$ cat src/rtl/fb_writer_pkg.sv
// Shared types, constants and the framebuffer address map for the LED
// framebuffer write side.
package fb_pkg;

  localparam int FB_ADDR_W  = 12;
  localparam int FB_COORD_W = 6;

  typedef enum logic [1:0] {
    OP_PIXEL = 2'd0,
    OP_RECT  = 2'd1,
    OP_CLEAR = 2'd2,
    OP_RSVD  = 2'd3
  } fb_op_t;

  typedef enum logic [1:0] {
    ST_IDLE  = 2'd0,
    ST_SWEEP = 2'd1,
    ST_LAST  = 2'd2
  } wr_state_t;

  // Address is {y, x}; y[5] picks the top or bottom panel half.
  function automatic logic [FB_ADDR_W-1:0] fb_addr(
    input logic [FB_COORD_W-1:0] x,
    input logic [FB_COORD_W-1:0] y
  );
    return {y, x};
  endfunction

endpackage

$ cat src/rtl/fb_writer_if.sv
// Command handshake plus framebuffer write port of the writer.
interface fb_writer_if #(
  parameter int COLOR_W = 4
);
  import fb_pkg::*;

  logic                  cmd_valid;
  logic                  cmd_ready;
  logic [1:0]            cmd_op;
  logic [FB_COORD_W-1:0] cmd_x0;
  logic [FB_COORD_W-1:0] cmd_y0;
  logic [FB_COORD_W-1:0] cmd_x1;
  logic [FB_COORD_W-1:0] cmd_y1;
  logic [COLOR_W-1:0]    cmd_color;
  logic [FB_ADDR_W-1:0]  waddr;
  logic [COLOR_W-1:0]    din;
  logic                  we;
  logic                  busy;

  // Command source / framebuffer side.
  modport master (
    output cmd_valid, cmd_op, cmd_x0, cmd_y0, cmd_x1, cmd_y1, cmd_color,
    input  cmd_ready, waddr, din, we, busy
  );

  // The writer itself.
  modport slave (
    input  cmd_valid, cmd_op, cmd_x0, cmd_y0, cmd_x1, cmd_y1, cmd_color,
    output cmd_ready, waddr, din, we, busy
  );

endinterface

$ cat src/rtl/fb_writer_rect_scan.sv
// Row-major x/y scanner: loads bounds on start, steps x then y, and flags
// the terminal (xmax,ymax) position so the owner can stop stepping.
module rect_scan
  import fb_pkg::*;
(
  input  logic                  clk,
  input  logic                  rst,
  input  logic                  start,
  input  logic                  step,
  input  logic [FB_COORD_W-1:0] xmin,
  input  logic [FB_COORD_W-1:0] xmax,
  input  logic [FB_COORD_W-1:0] ymin,
  input  logic [FB_COORD_W-1:0] ymax,
  output logic [FB_COORD_W-1:0] x,
  output logic [FB_COORD_W-1:0] y,
  output logic                  done
);

  logic [FB_COORD_W-1:0] xmin_q, xmax_q, ymax_q;

  assign done = (x == xmax_q) && (y == ymax_q);

  // Bound capture at start, then row-major advance until the terminal cell.
  // NOTE: sequential state uses <= so every flop samples pre-edge values;
  // the async active-low reset clears position and bounds together.
  always_ff @(posedge clk or negedge rst) begin
    if (!rst) begin
      x      <= '0;
      y      <= '0;
      xmin_q <= '0;
      xmax_q <= '0;
      ymax_q <= '0;
    end else if (start) begin
      x      <= xmin;
      y      <= ymin;
      xmin_q <= xmin;
      xmax_q <= xmax;
      ymax_q <= ymax;
    end else if (step && !done) begin
      if (x == xmax_q) begin
        x <= xmin_q;
        y <= y + 1'b1;
      end else begin
        x <= x + 1'b1;
      end
    end
  end

endmodule

$ cat src/rtl/fb_writer.sv
// Drawing-command front end: accepts PIXEL/RECT/CLEAR over valid/ready,
// normalises rectangle corners and expands each command into one
// framebuffer write per cycle.
module fb_writer
  import fb_pkg::*;
#(
  parameter int WIDTH   = 64,
  parameter int HEIGHT  = 64,
  parameter int COLOR_W = 4
) (
  input  logic        clk,
  input  logic        rst,
  fb_writer_if.slave  bus
);

  wr_state_t state_q, state_d;
  logic      ready_en_q;
  logic [COLOR_W-1:0] din_q;

  logic accept, scan_start, scan_step, scan_done;
  logic ready_c, busy_c, we_c;
  logic [FB_COORD_W-1:0] lo_x, hi_x, lo_y, hi_y, scan_x, scan_y;
  fb_op_t op;

  assign op = fb_op_t'(bus.cmd_op);

  // Corner normalisation; CLEAR is the full-screen rectangle.
  // NOTE: every always_comb output gets a default first so no path can
  // leave a value unassigned and infer a latch.
  always_comb begin
    lo_x = bus.cmd_x0;
    hi_x = bus.cmd_x0;
    lo_y = bus.cmd_y0;
    hi_y = bus.cmd_y0;
    case (op)
      OP_RECT: begin
        lo_x = (bus.cmd_x0 < bus.cmd_x1) ? bus.cmd_x0 : bus.cmd_x1;
        hi_x = (bus.cmd_x0 < bus.cmd_x1) ? bus.cmd_x1 : bus.cmd_x0;
        lo_y = (bus.cmd_y0 < bus.cmd_y1) ? bus.cmd_y0 : bus.cmd_y1;
        hi_y = (bus.cmd_y0 < bus.cmd_y1) ? bus.cmd_y1 : bus.cmd_y0;
      end
      OP_CLEAR: begin
        lo_x = '0;
        hi_x = FB_COORD_W'(WIDTH - 1);
        lo_y = '0;
        hi_y = FB_COORD_W'(HEIGHT - 1);
      end
      default: ;
    endcase
  end

  // State register plus the one-edge-late ready enable after reset.
  always_ff @(posedge clk or negedge rst) begin
    if (!rst) begin
      state_q    <= ST_IDLE;
      ready_en_q <= 1'b0;
    end else begin
      state_q    <= state_d;
      ready_en_q <= 1'b1;
    end
  end

  // Next-state: decode the accepted op, leave SWEEP on the terminal cell.
  always_comb begin
    state_d = state_q;
    case (state_q)
      ST_IDLE: begin
        if (accept) begin
          case (op)
            OP_PIXEL:         state_d = ST_LAST;
            OP_RECT, OP_CLEAR: state_d = ST_SWEEP;
            default:          state_d = ST_IDLE;
          endcase
        end
      end
      ST_SWEEP: if (scan_done) state_d = ST_IDLE;
      ST_LAST:  state_d = ST_IDLE;
      default:  state_d = ST_IDLE;
    endcase
  end

  // Outputs: ready only in IDLE once out of reset; every busy cycle writes.
  always_comb begin
    ready_c    = ready_en_q && (state_q == ST_IDLE);
    busy_c     = (state_q != ST_IDLE);
    we_c       = (state_q != ST_IDLE);
    accept     = bus.cmd_valid && ready_c;
    scan_start = accept && (op != OP_RSVD);
    scan_step  = (state_q == ST_SWEEP);
  end

  // Colour latched per command and held through IDLE.
  always_ff @(posedge clk or negedge rst) begin
    if (!rst)            din_q <= '0;
    else if (scan_start) din_q <= bus.cmd_color;
  end

  rect_scan u_scan (
    .clk   (clk),
    .rst   (rst),
    .start (scan_start),
    .step  (scan_step),
    .xmin  (lo_x),
    .xmax  (hi_x),
    .ymin  (lo_y),
    .ymax  (hi_y),
    .x     (scan_x),
    .y     (scan_y),
    .done  (scan_done)
  );

  assign bus.cmd_ready = ready_c;
  assign bus.busy      = busy_c;
  assign bus.we        = we_c;
  assign bus.din       = din_q;
  assign bus.waddr     = fb_addr(scan_x, scan_y);

endmodule

$ cat src/flat_wrapper.sv
// flat-port wrapper written by rule: the top's interface ports become plain ports
module fb_writer_flat import fb_pkg::*;
#(
  parameter int WIDTH   = 64,
  parameter int HEIGHT  = 64,
  parameter int COLOR_W = 4
)
  (clk, rst, bus_cmd_valid, bus_cmd_op, bus_cmd_x0, bus_cmd_y0, bus_cmd_x1, bus_cmd_y1, bus_cmd_color, bus_cmd_ready, bus_waddr, bus_din, bus_we, bus_busy);
  fb_writer_if #(.COLOR_W(COLOR_W)) bus_i ();
  input  logic clk;
  input  logic rst;
  input wire logic [$bits(bus_i.cmd_valid)-1:0] bus_cmd_valid;
  input wire logic [$bits(bus_i.cmd_op)-1:0] bus_cmd_op;
  input wire logic [$bits(bus_i.cmd_x0)-1:0] bus_cmd_x0;
  input wire logic [$bits(bus_i.cmd_y0)-1:0] bus_cmd_y0;
  input wire logic [$bits(bus_i.cmd_x1)-1:0] bus_cmd_x1;
  input wire logic [$bits(bus_i.cmd_y1)-1:0] bus_cmd_y1;
  input wire logic [$bits(bus_i.cmd_color)-1:0] bus_cmd_color;
  output wire logic [$bits(bus_i.cmd_ready)-1:0] bus_cmd_ready;
  output wire logic [$bits(bus_i.waddr)-1:0] bus_waddr;
  output wire logic [$bits(bus_i.din)-1:0] bus_din;
  output wire logic [$bits(bus_i.we)-1:0] bus_we;
  output wire logic [$bits(bus_i.busy)-1:0] bus_busy;
  assign bus_i.cmd_valid = bus_cmd_valid;
  assign bus_i.cmd_op = bus_cmd_op;
  assign bus_i.cmd_x0 = bus_cmd_x0;
  assign bus_i.cmd_y0 = bus_cmd_y0;
  assign bus_i.cmd_x1 = bus_cmd_x1;
  assign bus_i.cmd_y1 = bus_cmd_y1;
  assign bus_i.cmd_color = bus_cmd_color;
  assign bus_cmd_ready = bus_i.cmd_ready;
  assign bus_waddr = bus_i.waddr;
  assign bus_din = bus_i.din;
  assign bus_we = bus_i.we;
  assign bus_busy = bus_i.busy;
  fb_writer #(.WIDTH(WIDTH), .HEIGHT(HEIGHT), .COLOR_W(COLOR_W)) u_core (.clk(clk), .rst(rst), .bus(bus_i));
endmodule
$ cat config.mk
export PLATFORM = sky130hd
export DESIGN_NAME = fb_writer_flat
export DESIGN_NICKNAME = d
export VERILOG_FILES = /design/src/rtl/fb_writer_pkg.sv /design/src/rtl/fb_writer_if.sv /design/src/rtl/fb_writer_rect_scan.sv /design/src/rtl/fb_writer.sv /design/src/flat_wrapper.sv
export SDC_FILE = /design/constraint.sdc
export NUM_CORES = 1
export LEC_CHECK = 0
export CAP_MARGIN = 10
export CORE_ASPECT_RATIO = 0.7
export CORE_UTILIZATION = 56
export DETAILED_ROUTE_END_ITERATION = 8
export PLACE_DENSITY = 0.86
export SLEW_MARGIN = 20
export SYNTH_ARGS = -nofsm -noshare
export SYNTH_HDL_FRONTEND = slang
export SYNTH_HIERARCHICAL = 1
export SYNTH_SLANG_ARGS = --single-unit
export TNS_END_PERCENT = 20
$ cat constraint.sdc
create_clock -name clk -period 5.4 [get_ports clk]
set_input_delay 0.54 -clock clk [delete_from_list [all_inputs] [get_ports clk]]
set_output_delay 0.54 -clock clk [all_outputs]
set_load 0.02 [all_outputs]
==> results of run 1 <==
worst reg2reg max path, stage by stage (launching register included):
cell     delay (ps)
dfrtp_1         390
or2_2           330
nor2_1          180
nand2_1         140
nor2_4          780
inv_1           440
o21ai_2         230
mux2_4          320
kinds of logic (layout without fill, tap and decap cells):
| kind of cell | count (synthesis) | after routing | synth area share |
|---|---|---|---|
| compound gates | 73 | 73 | 0.2207 |
| xor+xnor | 15 | 15 | 0.05039 |
| fa+ha+maj | 16 | 16 | 0.07677 |
| buf+inv | 40 | 86 | 0.06238 |
| flops | 37 | 37 | 0.3551 |
| mux | 18 | 18 | 0.07917 |
| other cells | 1 | 1 | 0.001438 |
| simple gates | 75 | 75 | 0.1540 |
power by group:
group	total [W]	switching [W]	internal, W
clock network	0.000197	0.0000952	0.000101
registers	0.000551	0.000143	0.000409
logic	0.000851	0.000436	0.000415
final timing paths:
| kind | from | end | slack [ps] | cells past startpoint |
|---|---|---|---|---|
| hold / removal | rst | u_core/ready_en_q | 350 | 1 |
| setup / recovery | u_core/state_q[1] | u_core/u_scan/x[5] | 2470 | 7 |
| min in group clk | u_core/bus.din[3] | u_core/bus.din[3] | 510 | 1 |
| hold reg to reg | u_core/bus.din[3] | u_core/bus.din[3] | 510 | 1 |
| max in group asynchronous | rst | u_core/u_scan/xmin_q[5] | 4520 | 1 |
| setup reg to reg | u_core/state_q[1] | u_core/u_scan/x[5] | 2470 | 7 |
placed cells by master, fill, tap and decap left out, drive strengths merged, types with 4 or more instances in the layout:
cell type       n
xnor2          13
nand4          11
dfrtp          37
o211ai          4
ha             16
o221ai          8
nor2            9
a22o            6
a21oi          10
a31oi           7
a21o            5
nor3            6
clkdlybuf4s50  50
o21ai           7
o31ai           4
clkbuf          7
a211oi          4
mux2           18
nand2          23
nor2b           5
or4             6
inv            28
a221o          12
nand3           6
registers in the layout, summed over array words and instances (netlist names):
register,flops
u_core/u_scan/ymax_q,6
u_core/u_scan/x,6
u_core/u_scan/y,6
u_core/u_scan/xmax_q,6
u_core/u_scan/xmin_q,6
u_core/ready_en_q,1
u_core/bus.din,4
u_core/state_q,2
per-layer routing:
metal  part of all wire  routed length (um)  track usage
met1               0.47                3058       0.3961
met2               0.43                2794       0.4216
met3              0.088                 568      0.06964
met4             0.0053                  34      0.04600
met5                  0                   0            0
cell type report:
class,instances,area share
clock buffers,7,0.02689
inverters,28,0.03274
multi-input cells,198,0.4731
flip-flops and latches,37,0.2884
well taps,55,0.02143
repair buffers,51,0.1574
per-stage QoR:
| stage | hold WS [ps] | utilization | total power, W | cells | cell area, um^2 |
|---|---|---|---|---|---|
| floorplan | 244.4 | - | 0.001095 | 275 | 2608 |
| global placement | 488.6 | 0.7094 | 0.001360 | 369 | 3124 |
| detailed placement | 496.9 | 0.7094 | 0.001389 | 369 | 3124 |
| CTS | 384.9 | 0.7290 | 0.001589 | 376 | 3211 |
| global route | 429.5 | 0.7290 | 0.001695 | 376 | 3211 |
| finish | 354.2 | 0.7290 | 0.001599 | 376 | 3211 |
==> metrics.yaml, run 1 <==
clockRootBuffer: "clkbuf_8"
grt_first_pass_wirelength_um: 10610
clkLatencyLatePin_ps: 280
placement.io_buffers: 51
synth_area_leaders: "dfrtp_1 36%, ha_1 7.7%, mux2_2 7.3%"
wire_per_inst_um: 17.17
hp-class: "in2async"
drive_gt1_frac: 0.1090
finalSetupViolCount: 0
maxCapViolations: 0
worstSetupStartpointType: "flop"
synth_cell_type_count: 48
antenna_violating_nets_post_route: 0
grt_pass1_vias: 2199
clk_pin_slew_ps: 70
floorplan.rows: 20
outcome: "finished clean"
synth.cell_area_um2: 2608
rsz0062_at_grt: "no"
gp_congestion: 0.9119
post-dp-hpwl_um: 4889
synth_top_flop_cell: "dfrtp_1"
start_util: 0.5920
grt_max_degree: 47
initial_antenna_violation_count: 0
timing.final.max_slew_violations: 0
synth_seq_cells: 37
die_x_um: 83.56
grt_overflow_total: 0
numClockSinks: 37
cell_chain_critical_path: "or2_2 > nor2_1 > nand2_1 > nor2_4 > inv_1 > o21ai_2 > mux2_4"
synth_seq_area_share: 0.3551
cts.htree.levels: 2
routed-via-count: 2367
drt-total-wl_um: 6456
worst_path_dominant_cell_family: "simple AND/OR/NAND/NOR gates"
fin_nets: 370
fmax_mhz: 341.7
die-height_um: 59.09
fin_setup_tns_ps: 0
syn-instance-count: 275
cts-resized-gates: 0
flow.area_growth_from_synthesis_pct: 23.13
period_needed_ps: 2926
cts_inserted_buffers: 5
die-area_um2: 4938
ys_top_cells_by_count: "37 x dfrtp_1, 28 x inv_1, 23 x nand2_1, 17 x mux2_2, 16 x ha_1"
critical_path.n_buffers_inverters: 1
grt_usage: 0.2729
ctsHoldBuffers: 0
timing.critical_path.arrival_ps: 3090
criticalPathCategory: "reg2reg"
number_of_diodes: 0
timing_hold_violations_final: 0
detail_route.vias_per_cell: 6.295
num-fill-cells: 344
irDropWorstVdd_v: 0.0003121
synth-async-reset-ratio: 1.000
yosys_warnings: 6
leakage_nw: 1.361
p_per_area_nw_per_um2: 498.1
most_frequent_cell_after_synthesis: "dfrtp_1"
final.period_utilization: 0.5419
tritoncts: "done"
synth_enable_flop_cells: 0
synth_area_leader_cell: "dfrtp_1"
max-clock-path-buffers: 2
crit_path_max_incr_delay_ps: 780
max_slew.worst_pin.slew_ps: 1018
preCtsSetupSlack_ps: 2294
postCtsSetupRepairBufs: 0
io_pins: 52
cp_slowest_cell: "nor2_4"
drc_viols: 0
syn_area_per_cell_um2: 9.482
drt-initial-drc-count: 208
area.sequential_um2: 925.9
type_of_destination_of_the_critical_path: "flop"
slew_hr: 0.3196
fp.coreArea_um2: 4404
synth_top_area_frac: 0.3551
finClkSkew_ps: 8.093
dr.pass1.iters: 5
crit_path_max_fanout: 46
multi_input_logic_area_um2: 1519
timing.critical_path.required_ps: 5570
synthesis.nets: 324
finalWorstSetupSlack_ps: 2474
No activity file was read; power rests on OpenSTA's default activity.
==> run 2: changes to the inputs <==
Settings changed: CORE_UTILIZATION 56 to 52, PLACE_DENSITY 0.86 to 0.8.
Clock period 5.4 ns to 2.9 ns, I/O delays scaled along.
==> run 2 against run 1 <==
Net effect: global-route usage is 1.0 points lower; sequential share of layout area fell by 0.98 points; clock-buffer cell count unchanged; cell count is 5.9% higher; setup slack got worse by 2000 ps; sequential power up 85%; final area rose by 3.5%; non-clock buffer count rose by 7; critical path depth rose by 2; sequential cell count unchanged; power up 94%; die area rose by 7.5%.
==> metrics.yaml, run 2 (synthesis results as in run 1) <==
drc_viols: 0
die-height_um: 61.25
gp_congestion: 0.8477
die_x_um: 86.64
max_slew.worst_pin.slew_ps: 820.7
outcome: "finished clean"
area.sequential_um2: 925.9
maxCapViolations: 0
grt_first_pass_wirelength_um: 10560
timing.critical_path.arrival_ps: 2580
layout.cell_area.non_filler_um2: 3323
flow.area_growth_from_synthesis_pct: 27.45
initial_antenna_violation_count: 0
finalSetupViolCount: 0
timing_hold_violations_final: 0
period_needed_ps: 2393
ctsHoldBuffers: 0
postCtsSetupRepairBufs: 0
reg2reg_slack_ps: 610
placement.io_buffers: 51
cts.htree.levels: 2
multi_input_logic_area_um2: 1519
fp.coreArea_um2: 4808
floorplan.rows: 21
clockRootBuffer: "clkbuf_8"
clkLatencyLatePin_ps: 290
drive_gt1_frac: 0.1307
die-area_um2: 5306
criticalPathCategory: "in2reg"
rsz0062_at_grt: "no"
most_common_cell_after_layout_fill_and_taps_aside: "clkdlybuf4s50_1"
timing.final.max_slew_violations: 0
leakage_nw: 1.413
p_per_area_nw_per_um2: 932.5
detailed_place.area_um2: 3207
drt-total-wl_um: 6591
worstSetupStartpointType: "input port"
start_util: 0.5423
wire_per_inst_um: 16.56
grt_overflow_total: 0
dr.pass1.iters: 5
clk_pin_slew_ps: 80
fin_nets: 377
cts_inserted_buffers: 5
detail_route.vias_per_cell: 6.023
io_pins: 52
numClockSinks: 37
cts-resized-gates: 0
grt_usage: 0.2627
slew_hr: 0.4528
antenna_violating_nets_post_route: 0
timing.critical_path.required_ps: 3090
hp-class: "in2async"
max-clock-path-buffers: 2
num-fill-cells: 384
post-dp-hpwl_um: 5068
crit_path_max_fanout: 6
tritoncts: "done"
layout.cells.most_common_list: "50 x clkdlybuf4s50_1, 37 x dfrtp_1, 28 x inv_1, 23 x nand2_1, 17 x mux2_2"
irDropWorstVdd_v: 0.0004045
type_of_destination_of_the_critical_path: "flop"
finClkSkew_ps: 12.25
grt_max_degree: 38
routed-via-count: 2397
number_of_diodes: 0
final.period_utilization: 0.8251
drt-initial-drc-count: 191
fin_setup_tns_ps: 0
fmax_mhz: 417.9
grt_pass1_vias: 2167
==> run 2: path summary, 6_finish.rpt <==
| path | to | cells past startpoint | startpoint |
|---|---|---|---|
| max reg2reg | u_core/u_scan/x[5] | 7 | u_core/state_q[1] |
| min in group clk | u_core/u_scan/xmin_q[1] | 1 | u_core/u_scan/xmin_q[1] |
| max | u_core/u_scan/x[2] | 9 | bus_cmd_x1[5] |
| min reg2reg | u_core/u_scan/xmin_q[1] | 1 | u_core/u_scan/xmin_q[1] |
| min | u_core/state_q[1] | 1 | rst |
| max in group asynchronous | u_core/u_scan/xmax_q[1] | 1 | rst |
==> run 2: worst max-delay path, stage by stage <==
cell             delay [ps]
clkdlybuf4s50_1         520
inv_1                    60
ha_1                    310
nand4_1                  90
o221ai_1                350
nor2b_1                 440
a22o_1                  230
nand2_1                  70
a31oi_1                 230
==> run 2: layer usage <==
| layer | track usage | share of wire | wire length [um] | vias up |
|---|---|---|---|---|
| met1 | 0.4069 | 0.50 | 3277 | 1155 |
| met3 | 0.05228 | 0.074 | 485 | 4 |
| met4 | 0.03571 | 0.0029 | 19 | 0 |
| met5 | 0 | 0 | 0 | - |
| li1 | - | - | - | 1128 |
| met2 | 0.3866 | 0.43 | 2809 | 110 |
==> run 2: where the power goes <==
| part | internal [W] | total, W | switching [W] |
|---|---|---|---|
| combinational | 0.000795 | 0.00162 | 0.000820 |
| sequential | 0.000761 | 0.00102 | 0.000258 |
| clock | 0.000281 | 0.000464 | 0.000183 |
==> run 2: area by class of cell <==
cell class | count | share of cell area
clock inverter | 1 | 0.009036
sequential | 37 | 0.2786
inverter | 28 | 0.03163
tap | 69 | 0.02598
clock buffer | 7 | 0.02598
timing repair buffer | 58 | 0.1717
multi-input combinational | 198 | 0.4571
==> run 2: stage by stage <==
stage | setup slack [ps] | utilization | std cells | hold slack, ps | power [W]
after floorplan | 360.9 | - | 275 | -5.591 | 0.002039
after global routing | 336.1 | 0.6911 | 398 | 168.5 | 0.003302
after CTS | 548.2 | 0.6911 | 398 | 121.5 | 0.003090
final | 507.2 | 0.6911 | 398 | 95.06 | 0.003099
after detailed placement | 255.1 | 0.6669 | 390 | 433.2 | 0.002613
after global placement | 377.4 | 0.6669 | 390 | 429.2 | 0.002566
==> run 3: changes to the inputs <==
Clock period 2.9 ns to 2.35 ns, I/O delays scaled along.
==> run 3 against run 2 <==
Net effect: first-iteration DRC count rose by 21%; register-to-register slack got worse by 280 ps; sequential cell count is the same; sequential power up 23%; power grew 27%; clock skew shrank 7.4 ps; setup slack got worse by 340 ps.
==> metrics.yaml, run 3 (synthesis results as in run 1) <==
timing_hold_violations_final: 0
wire_per_inst_um: 16.15
worstSetupStartpointType: "input port"
post-dp-hpwl_um: 5064
fin_nets: 399
initial_antenna_violation_count: 0
grt_overflow_total: 0
rr_startpoint: "u_core/u_scan/x[0]"
final.period_utilization: 0.9304
numClockSinks: 37
timing.final.max_slew_violations: 0
max_slew.worst_pin.slew_ps: 547.0
fp.coreArea_um2: 4808
finalSetupViolCount: 0
leakage_nw: 1.533
fmax_mhz: 457.3
die_x_um: 86.64
clkLatencyLatePin_ps: 290
start_util: 0.5423
timing.critical_path.arrival_ps: 2400
hold-worst-slack_ps: 369.9
num-fill-cells: 351
io_pins: 52
gp_congestion: 0.9506
die-area_um2: 5306
flow.area_growth_from_synthesis_pct: 35.46
timing.critical_path.required_ps: 2570
grt_first_pass_wirelength_um: 11040
area.sequential_um2: 925.9
number_of_diodes: 0
dr.pass1.iters: 5
hp-class: "in2async"
die-height_um: 61.25
antenna_violating_nets_post_route: 0
tritoncts: "done"
worst_r2r_path_depth: 5
postCtsSetupRepairBufs: 0
criticalPathCategory: "in2reg"
max-clock-path-buffers: 2
most_common_cell_after_layout_fill_and_taps_aside: "clkdlybuf4s50_1"
drt-initial-drc-count: 231
drive_gt1_frac: 0.1909
finalPower_w: 0.003945
fin_setup_tns_ps: 0
drt-total-wl_um: 6782
ctsHoldBuffers: 0
crit_path_max_fanout: 4
layout.cells.most_common_list: "51 x clkdlybuf4s50_1, 37 x dfrtp_1, 28 x inv_1, 27 x buf_4, 23 x nand2_1"
floorplan.rows: 21
cts.htree.levels: 2
finClkSkew_ps: 4.819
cts-resized-gates: 0
cts_inserted_buffers: 5
routed-via-count: 2469
drc_viols: 0
clk_pin_slew_ps: 80
grt_pass1_vias: 2342
maxCapViolations: 0
type_of_destination_of_the_critical_path: "flop"
p_per_area_nw_per_um2: 1117
clockRootBuffer: "clkbuf_8"
grt_max_degree: 44
slew_hr: 0.6346
period_needed_ps: 2187
irDropWorstVdd_v: 0.0006328
cp-startpoint: "bus_cmd_x1[5]"
rsz0062_at_grt: "no"
grt_usage: 0.2755
multi_input_logic_area_um2: 1528
detail_route.vias_per_cell: 5.879
outcome: "finished clean"
placement.io_buffers: 51
[run 3: worst max-delay path, cell delays in order]
cell	delay (ps)
clkdlybuf4s50_1	490
inv_1	50
ha_1	310
nand4_1	110
o221ai_2	260
nor2b_1	300
buf_4	180
a22o_1	200
nand2_1	90
a31oi_1	160
[run 3: power breakdown]
| part | switching [W] | internal [W] | total, W |
|---|---|---|---|
| Combinational | 0.00104 | 0.000997 | 0.00204 |
| Sequential | 0.000314 | 0.000939 | 0.00125 |
| Clock | 0.000235 | 0.000422 | 0.000657 |
| Total | 0.00159 | 0.00236 | 0.00395 |
[run 3: layout make-up]
cell class,count,area share
Clock inverter,3,0.01842
Sequential cell,37,0.2621
Timing Repair Buffer,80,0.2132
Inverter,28,0.02976
Multi-Input combinational cell,198,0.4325
Tap cell,69,0.02444
Clock buffer,5,0.01948
[run 3: metrics by stage]
| stage | cell area (um^2) | utilization | setup WS (ps) | instances |
|---|---|---|---|---|
| after floorplan | 2611 | - | 49.27 | 275 |
| after global placement | 3392 | 0.7054 | -71.26 | 412 |
| after detailed placement | 3392 | 0.7054 | -125.4 | 412 |
| after CTS | 3526 | 0.7333 | 144.4 | 420 |
| after global routing | 3532 | 0.7346 | 93.77 | 420 |
| final | 3532 | 0.7346 | 163.5 | 420 |
[run 3: final timing paths]
| check | slack, ps | to |
|---|---|---|
| worst max-delay path | 160 | u_core/u_scan/x[2] |
| worst min-delay path | 370 | u_core/u_scan/ymax_q[4] |
| worst max register to register | 330 | u_core/u_scan/x[5] |
| worst min register to register | 510 | u_core/bus.din[2] |
| max in group asynchronous | 1650 | u_core/bus.din[0] |
| min in group clk | 510 | u_core/bus.din[2] |
[run 3: routing by layer]
metal / vias up / wire length [um] / global-route usage
li1: 1170 / - / -
met1: 1164 / 3054 / 0.3829
met2: 129 / 3062 / 0.4274
met3: 6 / 627 / 0.08043
met4: 0 / 38 / 0.07381
met5: - / 0 / 0
